File: config.mk
export PLATFORM = sky130hd
export DESIGN_NAME = hit_resolver
export DESIGN_NICKNAME = d
export VERILOG_FILES = /design/src/rtl/game_pkg.sv /design/src/rtl/box_overlap.sv /design/src/rtl/hit_resolver.sv
export SDC_FILE = /design/constraint.sdc
export NUM_CORES = 1
export LEC_CHECK = 0
export BUFFER_PORTS_ARGS = -buffer_cell sky130_fd_sc_hd__clkbuf_2
export CORE_ASPECT_RATIO = 1.25
export CORE_MARGIN = 10
export CORE_UTILIZATION = 47
export DETAILED_ROUTE_END_ITERATION = 10
export PLACE_DENSITY_LB_ADDON = 0.25
export SETUP_SLACK_MARGIN = 0.3
export SLEW_MARGIN = 20
export SYNTH_ARGS = -nofsm -noshare
export SYNTH_HDL_FRONTEND = slang
export SYNTH_SLANG_ARGS = --single-unit
export TNS_END_PERCENT = 100
File: constraint.sdc
create_clock -name clk -period 3.4 [get_ports clk]
set_clock_uncertainty 0.15 [all_clocks]
set_input_delay 0.68 -clock clk [delete_from_list [all_inputs] [get_ports clk]]
set_output_delay 0.68 -clock clk [all_outputs]
set_load 0.005 [all_outputs]
File: src/rtl/game_pkg.sv
// Shared encodings for the fighting-game core: player FSM states, hit codes,
// box field slices, round states and winner codes.
package game_pkg;

  localparam logic [3:0] S_IDLE          = 4'd0;
  localparam logic [3:0] S_MOVEFORWARDS  = 4'd1;
  localparam logic [3:0] S_MOVEBACKWARDS = 4'd2;
  localparam logic [3:0] S_B_ATTACK_START = 4'd3;
  localparam logic [3:0] S_B_ATTACK_END  = 4'd4;
  localparam logic [3:0] S_B_ATTACK_PULL = 4'd5;
  localparam logic [3:0] S_D_ATTACK_START = 4'd6;
  localparam logic [3:0] S_D_ATTACK_END  = 4'd7;
  localparam logic [3:0] S_D_ATTACK_PULL = 4'd8;
  localparam logic [3:0] S_HITSTUN       = 4'd9;
  localparam logic [3:0] S_BLOCKSTUN     = 4'd10;

  localparam logic [1:0] HIT_NONE  = 2'b00;
  localparam logic [1:0] HIT_BASIC = 2'b01;
  localparam logic [1:0] HIT_DIR   = 2'b10;

  // Boxes are packed {x1,x2,y1,y2}, 10 bits each, x1 in the top field.
  localparam int X1_HI = 39;
  localparam int X1_LO = 30;
  localparam int X2_HI = 29;
  localparam int X2_LO = 20;
  localparam int Y1_HI = 19;
  localparam int Y1_LO = 10;
  localparam int Y2_HI = 9;
  localparam int Y2_LO = 0;

  typedef enum logic [0:0] {
    S_FIGHT = 1'b0,
    S_KO    = 1'b1
  } round_state_t;

  localparam logic [1:0] WIN_NONE = 2'b00;
  localparam logic [1:0] WIN_P1   = 2'b01;
  localparam logic [1:0] WIN_P2   = 2'b10;
  localparam logic [1:0] WIN_DRAW = 2'b11;

endpackage

File: src/rtl/box_overlap.sv
// Inclusive axis-aligned rectangle overlap test between two packed boxes.
module box_overlap
  import game_pkg::*;
(
  input  logic [39:0] box_a,
  input  logic [39:0] box_b,
  output logic        overlap
);

  logic [9:0] ax1, ax2, ay1, ay2;
  logic [9:0] bx1, bx2, by1, by2;

  assign ax1 = box_a[X1_HI:X1_LO];
  assign ax2 = box_a[X2_HI:X2_LO];
  assign ay1 = box_a[Y1_HI:Y1_LO];
  assign ay2 = box_a[Y2_HI:Y2_LO];
  assign bx1 = box_b[X1_HI:X1_LO];
  assign bx2 = box_b[X2_HI:X2_LO];
  assign by1 = box_b[Y1_HI:Y1_LO];
  assign by2 = box_b[Y2_HI:Y2_LO];

  assign overlap = (ax1 <= bx2) && (bx1 <= ax2) && (ay1 <= by2) && (by1 <= ay2);

endmodule

File: src/rtl/hit_resolver.sv
// Combat referee: resolves hits/blocks between two players and runs the KO round FSM.
// Optional block-meter regeneration is enabled by defining HIT_RESOLVER_BLOCK_REGEN_EN.
module hit_resolver
  import game_pkg::*;
#(
  parameter logic [2:0] HEALTH_INIT = 3'd5,
  parameter logic [2:0] BLOCK_INIT  = 3'd3,
  parameter logic [2:0] DMG_BASIC   = 3'd1,
  parameter logic [2:0] DMG_DIR     = 3'd2
`ifdef HIT_RESOLVER_BLOCK_REGEN_EN
  ,
  parameter int         REGEN_TICKS = 120
`endif
) (
  input  logic        clk,
  input  logic        rst,
  input  logic        restart,
  input  logic [3:0]  p1_state,
  input  logic [3:0]  p2_state,
  input  logic [39:0] p1_basic_box,
  input  logic [39:0] p1_dir_box,
  input  logic [39:0] p1_hurt_box,
  input  logic [39:0] p2_basic_box,
  input  logic [39:0] p2_dir_box,
  input  logic [39:0] p2_hurt_box,
  output logic [1:0]  p1_hit_flag,
  output logic [1:0]  p2_hit_flag,
  output logic [2:0]  p1_health,
  output logic [2:0]  p2_health,
  output logic [2:0]  p1_block,
  output logic [2:0]  p2_block,
  output logic        game_over,
  output logic [1:0]  winner
);

  // Index 0 = player 1, index 1 = player 2 throughout.
  logic [1:0][3:0]  st;
  logic [1:0][39:0] basic_box, dir_box, hurt_box;

  assign st        = {p2_state, p1_state};
  assign basic_box = {p2_basic_box, p1_basic_box};
  assign dir_box   = {p2_dir_box, p1_dir_box};
  assign hurt_box  = {p2_hurt_box, p1_hurt_box};

  round_state_t     round_q, round_d;
  logic [1:0]       winner_q, winner_d;
  logic [1:0]       latch_q, latch_d;
  logic [1:0][1:0]  flag_q, flag_d;
  logic [1:0][2:0]  health_q, health_d;
  logic [1:0][2:0]  block_q, block_d;

  logic [1:0] ov_basic, ov_dir, in_window, counted;
  logic [1:0] stunned, blocking, block_evt;
  logic [1:0][1:0] hit_code;

  genvar gi;
  generate
    for (gi = 0; gi < 2; gi++) begin : g_player
      // gi as attacker: its boxes against the opponent's hurt box.
      box_overlap u_basic (
        .box_a   (basic_box[gi]),
        .box_b   (hurt_box[1-gi]),
        .overlap (ov_basic[gi])
      );
      box_overlap u_dir (
        .box_a   (dir_box[gi]),
        .box_b   (hurt_box[1-gi]),
        .overlap (ov_dir[gi])
      );

      assign in_window[gi] = (st[gi] == S_B_ATTACK_END) || (st[gi] == S_D_ATTACK_END);
      assign hit_code[gi]  = (st[gi] == S_B_ATTACK_END) ? HIT_BASIC : HIT_DIR;
      assign counted[gi]   = (round_q == S_FIGHT) && !latch_q[gi] &&
                             (((st[gi] == S_B_ATTACK_END) && ov_basic[gi]) ||
                              ((st[gi] == S_D_ATTACK_END) && ov_dir[gi]));

      // gi as defender.
      assign stunned[gi]   = (st[gi] == S_HITSTUN) || (st[gi] == S_BLOCKSTUN);
      assign blocking[gi]  = (st[gi] == S_MOVEBACKWARDS) && (block_q[gi] != 3'd0);
      assign block_evt[gi] = counted[1-gi] && !stunned[gi] && blocking[gi];
    end
  endgenerate

`ifdef HIT_RESOLVER_BLOCK_REGEN_EN
  localparam int CW = (REGEN_TICKS > 1) ? $clog2(REGEN_TICKS) : 1;
  logic [1:0][CW-1:0] regen_q, regen_d;
`endif

  always_comb begin
    round_d  = round_q;
    winner_d = winner_q;
    latch_d  = latch_q;
    flag_d   = '0;
    health_d = health_q;
    block_d  = block_q;
`ifdef HIT_RESOLVER_BLOCK_REGEN_EN
    regen_d  = regen_q;
`endif
    if (round_q == S_KO) begin
      for (int a = 0; a < 2; a++) begin
        latch_d[a] = in_window[a] ? latch_q[a] : 1'b0;
      end
      if (restart) begin
        round_d  = S_FIGHT;
        winner_d = WIN_NONE;
        latch_d  = '0;
        health_d = {HEALTH_INIT, HEALTH_INIT};
        block_d  = {BLOCK_INIT, BLOCK_INIT};
`ifdef HIT_RESOLVER_BLOCK_REGEN_EN
        regen_d  = '0;
`endif
      end
    end else begin
      for (int a = 0; a < 2; a++) begin
        latch_d[a] = in_window[a] ? (latch_q[a] | counted[a]) : 1'b0;
        // A stunned defender swallows the hit: latch set, nothing else changes.
        if (counted[a] && !stunned[1-a]) begin
          flag_d[1-a] = hit_code[a];
          if (blocking[1-a]) begin
            block_d[1-a] = block_q[1-a] - 3'd1;
          end else if (hit_code[a] == HIT_BASIC) begin
            health_d[1-a] = (health_q[1-a] < DMG_BASIC) ? 3'd0 : health_q[1-a] - DMG_BASIC;
          end else begin
            health_d[1-a] = (health_q[1-a] < DMG_DIR) ? 3'd0 : health_q[1-a] - DMG_DIR;
          end
        end
      end
`ifdef HIT_RESOLVER_BLOCK_REGEN_EN
      for (int p = 0; p < 2; p++) begin
        if (block_evt[p]) begin
          regen_d[p] = '0;
        end else if (block_q[p] < BLOCK_INIT) begin
          if (regen_q[p] == CW'(REGEN_TICKS - 1)) begin
            regen_d[p] = '0;
            block_d[p] = block_q[p] + 3'd1;
          end else begin
            regen_d[p] = regen_q[p] + 1'b1;
          end
        end else begin
          regen_d[p] = '0;
        end
      end
`endif
      if ((health_q[0] == 3'd0) || (health_q[1] == 3'd0)) begin
        round_d  = S_KO;
        winner_d = {health_q[0] == 3'd0, health_q[1] == 3'd0};
      end
    end
  end

  always_ff @(posedge clk) begin
    if (rst) begin
      round_q  <= S_FIGHT;
      winner_q <= WIN_NONE;
      latch_q  <= '0;
      flag_q   <= '0;
      health_q <= {HEALTH_INIT, HEALTH_INIT};
      block_q  <= {BLOCK_INIT, BLOCK_INIT};
`ifdef HIT_RESOLVER_BLOCK_REGEN_EN
      regen_q  <= '0;
`endif
    end else begin
      round_q  <= round_d;
      winner_q <= winner_d;
      latch_q  <= latch_d;
      flag_q   <= flag_d;
      health_q <= health_d;
      block_q  <= block_d;
`ifdef HIT_RESOLVER_BLOCK_REGEN_EN
      regen_q  <= regen_d;
`endif
    end
  end

  assign p1_hit_flag = flag_q[0];
  assign p2_hit_flag = flag_q[1];
  assign p1_health   = health_q[0];
  assign p2_health   = health_q[1];
  assign p1_block    = block_q[0];
  assign p2_block    = block_q[1];
  assign game_over   = (round_q == S_KO);
  assign winner      = winner_q;

endmodule

Word-level counts from Yosys, hierarchy flattened:

Index checks and enable logic that the tools add are counted.

* flip-flop bits (word level): 21
* logic and storage cells: 141
* input port bits: 251

* equal/unequal tests: 17
* add/subtract/negate cells: 6
* magnitude comparators: 20
* multiplexer cells: 32
* bitwise gates (word level): 5
* reduce and logical (&&, ||, !) cells: 51

Operators with widths (count)
* 10-bit <= comparator: 16
* 3-bit two-way mux: 14
* 1-bit logical AND: 24
* 6-bit two-way mux: 4
* 4-bit by 3-bit equality test with 1-bit output (second input constant): 4
* 4-bit equality test (second input constant): 4
* 2-bit two-way mux: 7
* 3-bit AND reduction: 4
* 3-bit by 1-bit subtractor with 3-bit output (second input constant): 4
* 2-bit nonzero test: 5
* 4-bit by 2-bit equality test with 1-bit output (second input constant): 2
* 1-bit logical OR: 7
* 1-bit two-way mux: 7
* 3-bit zero test: 2
* 3-bit by 1-bit less-than comparator with 1-bit output (second input constant): 2
* 3-bit by 2-bit less-than comparator with 1-bit output (second input constant): 2
* 2-bit inequality test (second input constant): 3
* 3-bit inequality test (second input constant): 2
* 3-bit nonzero test: 2
* 3-bit OR reduction: 2
* 3-bit by 2-bit subtractor with 3-bit output (second input constant): 2
* 2-bit by 1-bit equality test with 1-bit output (second input constant): 2
* 1-bit zero test: 4
* 1-bit inverter: 3
* 2 further kinds: 3

Depth between registers and ports, before layout:

* depth after elaboration: 10
* depth in mapped cells: 10
* mapped depth without buffers: 9

Hierarchy:

A second synthesis with hierarchy kept.

* cells, all modules: 722
* area total of the unflattened synthesis: 5377.7 um^2

Modules (own cells, without submodules)
* box_overlap: area an instance 1034.7 um^2, cells an instance 143, instances 4, seq. area each 0.0 um^2
* hit_resolver: area an instance 1238.7 um^2, cells an instance 150, instances 1, seq. area each 420.4 um^2

Worst setup path after synthesis:

Ideal clock, no wire load.

* path kind: input port to flip-flop
* from: in p2_hurt_box[3]
* to: reg health_q (netlist bit p2_health[0])
* arrival: 2834 ps
* setup time: 122 ps
* path slack: 294 ps
* required time: 3128 ps
* stages: 10
* cells stage by stage: inv_1 ha_1 a21o_1 a21o_1 a2111oi_0 o32ai_1 o32ai_1 buf_2 nand3_1 a221o_1

* longest elaborated chain between the ends: 9
* elaborated cells between the ends (all ways): 13

RTL lines
* start, declared: line hit_resolver.sv:25 `input logic [39:0] p2_hurt_box,`
* 10-bit <= comparator: line box_overlap.sv:22 `assign overlap = (ax1 <= bx2) && (bx1 <= ax2) && (ay1 <= by2) && (by1 <= ay2);`
* 1-bit logical AND (2 in series): line box_overlap.sv:22
* 1-bit logical AND (on tied branches): line hit_resolver.sv:74, hit_resolver.sv:75
* 1-bit logical OR *: line hit_resolver.sv:74 `(((st[gi] == S_B_ATTACK_END) && ov_basic[gi]) ||`
* 1-bit logical AND *: line hit_resolver.sv:73 `assign counted[gi] = (round_q == S_FIGHT) && !latch_q[gi] &&`
* 1-bit logical AND *: line hit_resolver.sv:117 `if (counted[a] && !stunned[1-a]) begin`
* 2-bit nonzero test (no source line) *
* 3-bit AND reduction (no source line) *
* end signal, assigned: line hit_resolver.sv:157 `health_q <= {HEALTH_INIT, HEALTH_INIT};`
* end signal, assigned: line hit_resolver.sv:167 `health_q <= health_d;`
* end, declared: line hit_resolver.sv:49 `logic [1:0][2:0] health_q, health_d;`

Mark *: on every way between the ends. The rest lies on a longest branch, timed or not.
A chain may end at the register's enable or synchronous reset.

Worst setup path in the final report:

* from: in p1_hurt_box[13]
* to: reg health_q (netlist bit p1_health[0])

* longest elaborated chain between the ends: 8
* elaborated cells between the ends (all ways): 11

RTL lines
* start, declared: line hit_resolver.sv:22 `input logic [39:0] p1_hurt_box,`
* 10-bit <= comparator: line box_overlap.sv:22
* 1-bit logical AND: line box_overlap.sv:22
* 1-bit logical AND (on tied branches): line hit_resolver.sv:74, hit_resolver.sv:75
* 1-bit logical OR *: line hit_resolver.sv:74
* 1-bit logical AND *: line hit_resolver.sv:73
* 1-bit logical AND *: line hit_resolver.sv:117
* 2-bit nonzero test (no source line) *
* 3-bit AND reduction (no source line) *

Marked as above.

==> impl_metrics.py <==
metrics = {
    "final_layout": {
        "drive_above_1_share_pct": 30.2,
        "final_common_cell": "clkbuf_2",
        "final-seq-area_um2": 420,
        "fillCellCount": 1031,
        "mostFrequentLayoutCells": "clkbuf_2 (269), ha_1 (168), inv_1 (159), a21oi_1 (50)",
        "area_delta_synth_final_pct": 31.8,
        "nets": 1382,
        "multi_input_area_mm2": 0.00412,
        "final_util_pct": 63.6,
        "diodes": 0,
    },
    "synthesis": {
        "yosys_warnings": 0,
        "synth_cells": 687,
        "ys_seq_area_share_pct": 8.17,
        "synth_edf_count": 0,
        "postSynth.asyncResetShare_pct": 0,
        "ys.flop_type": "dfxtp_1",
        "synth-seq-cells": 21,
        "syn_nets": 1106,
        "synthDistinctLibCells": 54,
        "netlist_area_mm2": 0.00515,
        "syn_avg_cell_area_um2": 7.49,
    },
    "sta": {
        "tns_ps": 0,
        "fin_crit_sh_pct": 84.5,
        "worst_pin_slew_ps": 684,
        "final-max-slew-violation-count": 0,
        "holdWs_ps": 345,
        "final_hold_viol_count": 0,
        "relSlewSlack_pct": 54.2,
        "setup_viol_count_final": 0,
        "fmax_mhz": 348,
        "post-route-min-period_ps": 2870,
        "rsz0062_at_grt": "false",
    },
    "routing": {
        "drc_errors": 0,
        "vias": 5690,
        "routed_via_density": 5.20,
        "top_layer_used": "met4",
        "met3WireLength_um": 1830,
        "wire_per_inst_um": 14.9,
        "final_antenna_net_count": 0,
        "firstDrtPassIters": 4,
        "wirelength_um": 16300,
        "wl_met1_um": 5960,
        "drt_iter0_drc": 220,
        "wl_met2_um": 8280,
    },
    "placement": {
        "dp_hpwl_um": 15300,
        "gp_congestion": 0.905,
        "port_buffers": 269,
    },
    "hold_path": {
        "hold_class": "register to register",
        "whs_endpoint": "winner[1]$_SDFFE_PP0P_",
        "worstHoldPathCells": 2,
        "hold_start": "winner[1]$_SDFFE_PP0P_",
    },
    "clock_network": {
        "clockBufferDepth": 2,
        "numCtsBuffers": 3,
        "holdBufCountCts": 0,
        "path_clk_slew_ps": 60,
        "cts_tree": "yes",
        "worstSkewPairLatency_ps": 260,
        "htreeDepth": 1,
        "post_cts_buffers": 0,
        "cts_resized": 0,
        "cts_num_sinks": 21,
        "root_buffer": "clkbuf_16",
    },
    "setup_path": {
        "cp.required_ps": 3400,
        "start_kind": "input pin",
        "path_max_fanout": 6,
        "arrival_ps": 2870,
        "rr_endpoint": "p1_health[0]$_SDFFE_PP1P_",
        "crit_type": "input pin to register",
        "rr_worst_depth": 6,
        "cp-end-kind": "register",
        "reg2reg_from": "p1_block[0]$_SDFFE_PP1P_",
        "reg2reg_slack_ps": 1400,
    },
    "grt": {
        "first_global_vias": 5778,
        "antenna_found_initial": 0,
        "grt_use_total_pct": 19.4,
        "overflow": 0,
        "grt_max_degree": 15,
        "grt_first_pass_wirelength_um": 25600,
    },
    "die": {
        "core_mm2": 0.0107,
        "die_y_um": 137,
        "std_cell_rows": 42,
        "die_w_um": 114,
        "start_util_pct": 48.3,
        "boundaryPins": 270,
        "fp.dieArea_mm2": 0.0156,
    },
    "pwr": {
        "power.total_mw": 1.11,
        "combPwrFrac_pct": 54.8,
        "swShare_pct": 36.1,
        "peakVddDrop_uv": 134,
        "power_density_mw_per_mm2": 164,
        "p_leak_nw": 4.12,
        "power_switching_mw": 0.401,
        "power.share.clock_pct": 22.8,
        "p_int_mw": 0.711,
        "power_frac_seq_pct": 22.5,
    },
    "job": {
        "drv_cap": 0,
    },
    "status": {
        "status": "finished, final reports clean",
    },
}
[final cells by class]
class | instances | share of cell area [%]
inverters | 159 | 8.80
repair buffers | 276 | 20.6
well taps | 132 | 2.43
flip-flops and latches | 21 | 6.20
clock buffers | 4 | 1.16
multi-input cells | 502 | 60.8
[kinds of logic (layout without fill, tap and decap cells)]
kind of cell	count (synthesis)	count (layout)	share of synthesized area (%)
adders and majority gates	168	168	40.8
AOI/OAI and AO/OA	166	166	21.2
buffers and inverters	164	439	12.0
and+or+nand+nor	162	162	16.7
DFF	21	21	8.17
muxes	4	4	0.778
xor gates and xnor gates	2	2	0.340
[state kept, by name, summed over array words and instances (netlist names)]
register and flops:
p2_health 3, winner 2, p1_health 3, game_over 1, latch_q 2, p1_block 3
p2_block 3, p2_hit_flag 2, p1_hit_flag 2
[per-stage QoR]
stage	worst slack, ps	cells	instance area (µm²)
after detailed placement	188	1090	6700
after global placement	222	1090	6700
after CTS	451	1094	6780
final	526	1094	6780
after global routing	340	1094	6780
after floorplan	346	687	5150
[synth_stat cells, types with 8 or more instances]
| cell type | number | share of area (%) |
|---|---|---|
| nand3_1 | 11 | 1.1 |
| nand2_1 | 32 | 2.3 |
| nand2b_1 | 16 | 1.9 |
| a21o_1 | 11 | 1.6 |
| ha_1 | 168 | 41 |
| o21ai_0 | 31 | 3.0 |
| a2111oi_0 | 8 | 1.4 |
| dfxtp_1 | 21 | 8.2 |
| nor3_1 | 13 | 1.3 |
| nand4_1 | 32 | 3.9 |
| inv_1 | 159 | 12 |
| a211oi_1 | 22 | 3.2 |
| a21oi_1 | 50 | 4.9 |
| nor2_1 | 31 | 2.3 |
[layer usage]
layer | vias up | GRT usage [%]
met4 | 0 | 3.81
li1 | 3028 | -
met1 | 2434 | 19.1
met5 | - | 0
met2 | 205 | 37.4
met3 | 23 | 7.45
[critical path, stage by stage]
cell and delay [ps]:
clkbuf_2 100, ha_1 300, a21o_1 180, a21o_1 170, a2111oi_0 420, o22ai_1 200, o32a_1 270, o31a_1 320
a211o_1 250
[worst max-delay path by stage]
stage / startpoint / cells after the start / slack, ps / endpoint
2_1_floorplan: p2_hurt_box[3] / 10 / 350 / p2_health[0]$_SDFFE_PP1P_
3_3_place_gp: p2_hurt_box[25] / 10 / 220 / p2_health[0]$_SDFFE_PP1P_
3_5_place_dp: p2_hurt_box[25] / 10 / 190 / p2_health[0]$_SDFFE_PP1P_
4_1_cts: p2_hurt_box[25] / 10 / 450 / p2_health[0]$_SDFFE_PP1P_
5_1_grt: p2_hurt_box[3] / 10 / 340 / p2_health[0]$_SDFFE_PP1P_
6_report: p1_hurt_box[13] / 9 / 530 / p1_health[0]$_SDFFE_PP1P_
[power groups by stage]
stage	Sequential (mW)	Clock (mW)	Combinational (mW)
6_report	0.250	0.253	0.609
3_5_place_dp	0.255	0	0.613
3_3_place_gp	0.255	0	0.601
5_1_grt	0.250	0.262	0.710
4_1_cts	0.250	0.255	0.616
2_1_floorplan	0.255	0	0.353
No activity file was read; power rests on OpenSTA's default activity.
